==> src/rtl/prog_loader.sv <==
// Boot-time program loader: receives a length-prefixed, checksummed byte stream
// from a host, writes it into program memory and releases the CPU once the checksum matches.
module prog_loader #(
    parameter logic [7:0] BASE_ADDR = 8'h00
) (
    input  logic       clk,
    input  logic       rst_n,
    input  logic       start,
    input  logic       in_valid,
    input  logic [7:0] in_data,
    output logic       in_ready,
    output logic       mem_we,
    output logic [7:0] mem_addr,
    output logic [7:0] mem_din,
    output logic       cpu_run,
    output logic       done,
    output logic       err
);

    typedef enum logic [2:0] {
        IDLE,
        LEN,
        DATA,
        CSUM,
        DONE,
        ERR
    } state_t;

    state_t     state;
    logic [7:0] len_n;   // byte count; 0 encodes 256
    logic [7:0] idx;
    logic [7:0] sum;
    logic       xfer;

    assign in_ready = (state == LEN) || (state == DATA) || (state == CSUM);
    assign xfer     = in_valid && in_ready;

    // NOTE: sequential state uses non-blocking assignments so every register
    // samples pre-edge values, regardless of statement order in this block.
    always_ff @(posedge clk or negedge rst_n) begin
        if (!rst_n) begin
            state    <= IDLE;
            len_n    <= 8'h00;
            idx      <= 8'h00;
            sum      <= 8'h00;
            mem_we   <= 1'b0;
            mem_addr <= 8'h00;
            mem_din  <= 8'h00;
            cpu_run  <= 1'b0;
            done     <= 1'b0;
            err      <= 1'b0;
        end else begin
            // NOTE: mem_we defaults low every cycle so a write is a single-cycle
            // pulse; mem_addr/mem_din have no default and therefore hold.
            mem_we <= 1'b0;
            case (state)
                IDLE: begin
                    if (start) begin
                        state <= LEN;
                        idx   <= 8'h00;
                        sum   <= 8'h00;
                        done  <= 1'b0;
                        err   <= 1'b0;
                    end
                end
                LEN: begin
                    if (xfer) begin
                        len_n <= in_data;
                        idx   <= 8'h00;
                        state <= DATA;
                    end
                end
                DATA: begin
                    if (xfer) begin
                        mem_we   <= 1'b1;
                        mem_addr <= BASE_ADDR + idx;
                        mem_din  <= in_data;
                        sum      <= sum + in_data;
                        idx      <= idx + 8'd1;
                        // len_n == 0 makes the last index 8'hFF, i.e. 256 bytes
                        if (idx == len_n - 8'd1) begin
                            state <= CSUM;
                        end
                    end
                end
                CSUM: begin
                    if (xfer) begin
                        if (in_data == sum) begin
                            state   <= DONE;
                            done    <= 1'b1;
                            cpu_run <= 1'b1;
                            err     <= 1'b0;
                        end else begin
                            state   <= ERR;
                            done    <= 1'b0;
                            cpu_run <= 1'b0;
                            err     <= 1'b1;
                        end
                    end
                end
                DONE, ERR: begin
                    if (start) begin
                        state   <= LEN;
                        idx     <= 8'h00;
                        sum     <= 8'h00;
                        cpu_run <= 1'b0;
                        done    <= 1'b0;
                        err     <= 1'b0;
                    end
                end
                default: begin
                    state   <= IDLE;
                    cpu_run <= 1'b0;
                end
            endcase
        end
    end

endmodule

==> config.mk <==
export PLATFORM = sky130hd
export DESIGN_NAME = prog_loader
export DESIGN_NICKNAME = d
export VERILOG_FILES = /design/src/rtl/prog_loader.sv
export SDC_FILE = /design/constraint.sdc
export NUM_CORES = 1
export LEC_CHECK = 0
export BUFFER_PORTS_ARGS = -buffer_cell sky130_fd_sc_hd__buf_2
export CAP_MARGIN = 20
export CORE_MARGIN = 8
export CORE_UTILIZATION = 50
export CTS_CLUSTER_SIZE = 28
export DETAILED_ROUTE_END_ITERATION = 12
export PLACE_DENSITY = 0.82
export SYNTH_ARGS = -nofsm -noshare
export SYNTH_HDL_FRONTEND = slang
export SYNTH_SLANG_ARGS = --single-unit
==> constraint.sdc <==
create_clock -name clk -period 2.23 [get_ports clk]
set_input_delay 0.1115 -clock clk [delete_from_list [all_inputs] [get_ports clk]]
set_output_delay 0.1115 -clock clk [all_outputs]
set_load 0.1 [all_outputs]
==> key figures, run 1 <==
Critical path
  • Crit. End Element: register
  • Crit Path Category: reg -> reg
  • Crit Path Max Fanout: 2
  • Worst Path Arrival: approximately 2.2 ns
  • Slowest cell on the critical path: fa_1
  • Kind of cell adding the most delay to the critical path: compound AO/OA/AOI/OAI gates
  • WP data required: approximately 2.4 ns
  • CP bufs+invs: 0
  • Critical Path Source Type: register
  • CP most frequent cell: a21oi_1
  • CP peak stage delay: roughly 0.40 ns
  • Crit-path cells: ha_1 > fa_1 > a21o_1 > a21oi_1 > o21bai_1 > a21oi_1 > xor2_1 > o21ai_0

Finish
  • N_diodes: 0
  • Most common cell after layout, fill and taps aside: nand2_1
  • Area Overhead vs Synth: 12.8%
  • Layout cells sized above 1: 0.203
  • Nets@finish: around 320
  • Most frequent cells in the layout: nand2_1 (64), dfrtp_1 (47), buf_2 (32), o21ai_0 (16), nor2_1 (14)
  • Finished Layout Cells: around 370
  • Final core occ: 0.571

Route
  • Via Count: around 2000
  • First drt pass iteration count: 4
  • Antenna Nets Post-Route: 0
  • Final wirelength: approximately 5200 um
  • Routed len/inst: 14.1 um
  • DRC errors left: 0
  • Initial DRC count: 106
  • DR vias/cell: between 5 and 6

Clocking
  • Skew-Pair Late Insertion Delay: around 0.30 ns
  • Post-CTS setup buffers: 0
  • Hold buffers post-CTS: 1
  • Worst-path clk slew: roughly 0.08 ns
  • Post-CTS sizing: 0
  • CTS root buf: clkbuf_8
  • Clock Tree Buf Depth: 2
  • TritonCTS Buffers: 5
  • # clock sinks: 47
  • CTS tree: built
  • CTS H-Tree Depth: 2

Timing
  • Slew @ Worst Pin: roughly 0.59 ns
  • Fin crit share: 0.884
  • Slew Limit Headroom: 0.609
  • FMAX: ~510 MHz
  • Final Critical Period: ~2.0 ns
  • Clock skew: between 0.005 and 0.006 ns
  • Final setup fails: 0
  • RSZ-0062 raised after global routing: false
  • Slew Viols, Final: 0
  • Setup_tns: 0 ns
  • Fin. Hold Viols: 0

Floorplanning
  • Initial Util: 0.506
  • Chip height: just under 90 um
  • Core ar.: 4980 um^2
  • Die ar.: ~7600 um^2
  • Die width: ~87 um
  • Row count: 26
  • Ports: 33

Worst hold path
  • Min-Delay Path Class: in -> reg

GRT
  • Initial antenna violation count: 0
  • Largest net degree at the start of global routing: 48
  • Total grt overflow: 0
  • First-pass GRT wire length: approximately 9000 um
  • Total Routing Usage GR: 0.154
  • Vias in the first global route: around 2000

Placed design
  • Placed Cells incl. Taps: approximately 360
  • Dpl hpwl: roughly 3900 um
  • GPL Wtd Cong: between 0.8 and 0.9
  • I/O Buffers: 32

Yosys
  • Syn Nets: approximately 290
  • Distinct cells, synth: 45
  • Synth async-reset ratio: 1.00
  • Synth warn: 0
  • Synth top area cells: dfrtp_1 (47%), nand2_1 (9.5%), ha_1 (4.5%), xnor2_1 (3.8%), xor2_1 (3.8%)
  • Post-synthesis sequential area ratio: 0.467
  • Dominant synthesized flop cell: dfrtp_1
  • Post-synth top area share: 0.467
  • Mapped Cells: between 200 and 300
  • Mapped Area: roughly 2500 um^2
  • Number of flops mapped to enable cells by yosys: 0
  • Post-synth top area cell: dfrtp_1
  • FF+latch count, synth: 47
  • Mean area per synthesized cell: approximately 9.5 um^2

Power
  • VDD IR max: between 800 and 900 uV
  • Overall power: approximately 4.5 mW
  • P_leak: 1.44 nW
  • Power per standard cell area: approximately 1600 nW/um^2

Outcome
  • Outcome: completed

Run
  • Max-Cap Viols: 0
-- cells in the mapped netlist (all sizes together), types with 2 or more instances --
| library cell | n |
|---|---|
| buf | 6 |
| inv | 8 |
| nor4 | 2 |
| and3 | 3 |
| clkbuf | 5 |
| xor2 | 11 |
| dfrtp | 47 |
| nor2 | 17 |
| a22o | 3 |
| o21ai | 19 |
| nand2 | 64 |
| mux2 | 6 |
| a21o | 4 |
| a31oi | 5 |
| nand2b | 4 |
| nor3 | 7 |
| a21oi | 9 |
| nand4 | 3 |
| nand3b | 2 |
| nand3 | 7 |
| ha | 9 |
| xnor2 | 11 |
-- power breakdown --
part	internal, mW	switching (mW)	leakage [nW]
combinational	0.710	1.69	0.763
clock	0.363	0.280	0.0612
sequential	1.13	0.271	0.616
total	2.21	2.25	1.44
-- tightest hold or removal path: cells and delay by family --
kind          cells  cell delay (ns)
buf+inv           1             0.11
simple gates      2             0.10
-- per-stage QoR --
step | setup WS (ns) | hold WS (ns) | instance area (um^2)
6_report | 0.258 | 0.0485 | 2840
2_1_floorplan | 0.231 | -0.184 | 2520
3_5_place_dp | 0.259 | 0.246 | 2710
3_3_place_gp | 0.294 | 0.236 | 2710
5_1_grt | 0.117 | 0.0569 | 2840
4_1_cts | 0.249 | 0.0422 | 2840
-- path summary, 6_finish.rpt --
path	slack, ns	start	to	cells past startpoint
hold / removal	0.05	in_data[2]	mem_din[2]	3
max in group asynchronous	1.41	rst_n	mem_din[7]	3
min in group asynchronous	0.43	rst_n	mem_din[6]	3
setup / recovery	0.26	sum[0]	sum[6]	8
hold reg to reg	0.47	mem_addr[2]	mem_addr[2]	2
setup reg to reg	0.26	sum[0]	sum[6]	8
-- layout make-up --
cell class / instances / area [um^2]
clock buffers: 6 / 82.6
repair buffers: 38 / 208
inverters: 8 / 30.0
multi-input cells: 200 / 1220
fillers: 438 / 2140
flip-flops and latches: 47 / 1180
clock inverters: 2 / 35.0
well taps: 70 / 87.6
-- state kept, by name, summed over array words and instances (netlist names) --
name / flops
cpu_run: 1
done: 1
err: 1
idx: 8
len_n: 8
mem_addr: 8
mem_din: 8
mem_we: 1
state: 3
sum: 8
-- routing by layer --
layer	global-route usage	wire length [um]
met1	0.176	2270
met2	0.268	2750
met3	0.0387	153
met4	0.0579	61
met5	0	0
-- cells by family (layout without fill, tap and decap cells) --
| family | count (synthesis) | after routing | synth area share |
|---|---|---|---|
| AO/OA/AOI/OAI | 50 | 50 | 0.128 |
| XOR/XNOR | 22 | 22 | 0.0765 |
| adder cells (fa/ha/maj) | 10 | 10 | 0.0527 |
| buffers and inverters | 19 | 54 | 0.0477 |
| flip-flops | 47 | 47 | 0.467 |
| multiplexers | 6 | 6 | 0.0268 |
| AND/OR/NAND/NOR | 112 | 112 | 0.201 |
No activity file was read; power rests on OpenSTA's default activity.
==> inputs of run 2 (changes only) <==
--- a/config.mk
+++ b/config.mk
@@ -7,11 +7,14 @@
 export LEC_CHECK = 0
 export BUFFER_PORTS_ARGS = -buffer_cell sky130_fd_sc_hd__buf_2
 export CAP_MARGIN = 20
+export CELL_PAD_IN_SITES_DETAIL_PLACEMENT = 0
+export CELL_PAD_IN_SITES_GLOBAL_PLACEMENT = 2
 export CORE_MARGIN = 8
-export CORE_UTILIZATION = 50
+export CORE_UTILIZATION = 36
 export CTS_CLUSTER_SIZE = 28
 export DETAILED_ROUTE_END_ITERATION = 12
-export PLACE_DENSITY = 0.82
+export GPL_TIMING_DRIVEN = 1
+export PLACE_DENSITY = 0.9
 export SYNTH_ARGS = -nofsm -noshare
 export SYNTH_HDL_FRONTEND = slang
 export SYNTH_SLANG_ARGS = --single-unit
==> run 2 against run 1 <==
Power is 0.19% lower. Critical path depth is the same. Clock power is 2% higher. Flip-flop and latch count unchanged. Cell area increased by 0.88%. Combinational power decreased by 2%. Setup slack lost 0.050 ns. Sequential power hardly changed. Sequential share of layout area fell by 0.36 points. Critical path type unchanged. Largest cell class unchanged. Highest routed layer unchanged.
==> key figures, run 2 (synthesis results as in run 1) <==
Timing
  • Slew @ Worst Pin: approximately 0.6 ns
  • Clock skew: ~0.003 ns
  • Final setup fails: 0
  • Fin. Hold Viols: 0
  • Final Critical Period: a little over 2 ns
  • Slew Viols, Final: 0
  • Slew Limit Headroom: 0.592
  • FMAX: between 400 and 500 MHz
  • RSZ-0062 raised after global routing: false
  • Setup_tns: 0 ns
  • Fin crit share: 0.907

Clocking
  • Post-CTS setup buffers: 0
  • CTS root buf: clkbuf_8
  • Skew-Pair Late Insertion Delay: around 0.29 ns
  • # clock sinks: 47
  • CTS H-Tree Depth: 2
  • Clock Tree Buf Depth: 2
  • TritonCTS Buffers: 5
  • Worst-path clk slew: around 0.090 ns
  • Post-CTS sizing: 0
  • CTS tree: built
  • Hold buffers post-CTS: 1

Critical path
  • Crit. End Element: register
  • Crit Path Category: reg -> reg
  • CP most frequent cell: a21oi_1
  • WP data required: approximately 2.4 ns
  • Reg2reg end: sum[6]
  • Kind of cell adding the most delay to the critical path: compound AO/OA/AOI/OAI gates
  • R2R setup slack: between 0.2 and 0.25 ns
  • FF-to-FF Start: sum[0]
  • Critical Path Source Type: register
  • R2R cell count: 8
  • Crit-path cells: ha_1 > fa_1 > a21o_1 > a21oi_1 > o21bai_1 > a21oi_1 > xor2_1 > o21ai_0
  • Crit Path Max Fanout: 2
  • Slowest cell on the critical path: fa_1
  • Worst Path Arrival: ~2.2 ns
  • CP bufs+invs: 0
  • CP peak stage delay: ~0.40 ns

Power
  • Sw Ratio: 0.506
  • Clock share of power: 0.148
  • P_leak: approximately 1.4 nW
  • Comb power frac: 0.531
  • Sw Pwr: roughly 2.2 mW
  • Internal: between 2 and 2.5 mW
  • Power per standard cell area: 1550 nW/um^2
  • Part of the power in registers: 0.322
  • VDD IR max: 812 uV

Floorplanning
  • Initial Util: 0.371
  • Die width: around 100 um
  • Core ar.: about 6800 um^2
  • Die ar.: 9930 um^2
  • Ports: 33
  • Chip height: between 90 and 100 um
  • Row count: 30

Placed design
  • Dpl hpwl: 4010 um
  • GPL Wtd Cong: 0.839
  • Placed Cells incl. Taps: 387
  • I/O Buffers: 32

Route
  • Via Count: 1953
  • Routed len/inst: approximately 14 um
  • Antenna Nets Post-Route: 0
  • DR vias/cell: 4.93
  • First drt pass iteration count: 4
  • DRC errors left: 0
  • Initial DRC count: 49
  • Final wirelength: 5600 um

Worst hold path
  • Min-Delay Path Class: in -> reg
  • Min-Delay Endpoint: mem_din[2]
  • Hold path cells: 3
  • Hold Crit Start: in_data[2]

Finish
  • Most common cell after layout, fill and taps aside: nand2_1
  • Final core occ: 0.422
  • Most frequent cells in the layout: nand2_1 (64), dfrtp_1 (47), buf_2 (32), o21ai_0 (16), nor2_1 (14)
  • N_diodes: 0
  • Area Overhead vs Synth: 13.8%
  • Layout cells sized above 1: 0.200
  • Nets@finish: 321
  • Finished Layout Cells: approximately 400

GRT
  • Vias in the first global route: approximately 2000
  • Largest net degree at the start of global routing: 48
  • Total grt overflow: 0
  • Initial antenna violation count: 0
  • Total Routing Usage GR: 0.120
  • First-pass GRT wire length: between 9000 and 10000 um

Outcome
  • Outcome: completed

Run
  • Max-Cap Viols: 0
==> run 2: cell types whose count changed in the layout (fill, tap and decap cells not counted) <==
cell,before,now
buf_4,5,4
==> run 2: area by class of cell <==
type | instances | area [um^2]
clock buffers | 6 | 82.6
flip-flops and latches | 47 | 1180
multi-input cells | 200 | 1220
clock inverters | 2 | 35.0
inverters | 8 | 30.0
well taps | 96 | 120
fillers | 693 | 3930
repair buffers | 37 | 200
==> run 2: how the worst max path moves through the flow <==
stage | start | to | slack, ns | depth (start not counted)
floorplan | state[1] | in_ready | 0.23 | 4
global placement | sum[0] | sum[6] | 0.28 | 8
detailed placement | sum[0] | sum[6] | 0.23 | 8
CTS | sum[0] | sum[6] | 0.19 | 8
global route | sum[4] | state[0] | 0.07 | 6
finish | sum[0] | sum[6] | 0.21 | 8
==> run 2: stage by stage <==
stage / setup WS [ns] / total power [mW] / area (um^2) / hold slack [ns]
2_1_floorplan: 0.231 / 3.41 / 2520 / -0.184
6_report: 0.208 / 4.44 / 2870 / 0.0465
3_5_place_dp: 0.229 / 3.82 / 2740 / 0.257
5_1_grt: 0.0716 / 4.74 / 2870 / 0.0436
3_3_place_gp: 0.280 / 3.79 / 2740 / 0.249
4_1_cts: 0.193 / 4.49 / 2870 / 0.0344
==> run 2: routing by layer <==
metal	global-route usage	up-vias	share of wire	wire (um)
li1	-	973	-	-
met1	0.146	945	0.48	2680
met2	0.201	29	0.48	2660
met3	0.0272	6	0.031	176
met4	0.0431	0	0.015	83
met5	0	-	0	0
==> run 2: worst min-delay path, delay by kind of cell <==
family	cells	cell delay (ns)
and+or+nand+nor	2	0.10
buffers and inverters	1	0.11
==> run 2: power by group through the flow <==
stage               Combinational, mW  Sequential, mW  Clock [mW]
floorplan                        1.33            2.08           0
global placement                 2.35            1.44           0
detailed placement               2.38            1.44           0
CTS                              2.38            1.43       0.679
global route                     2.56            1.47       0.702
finish                           2.36            1.43       0.655
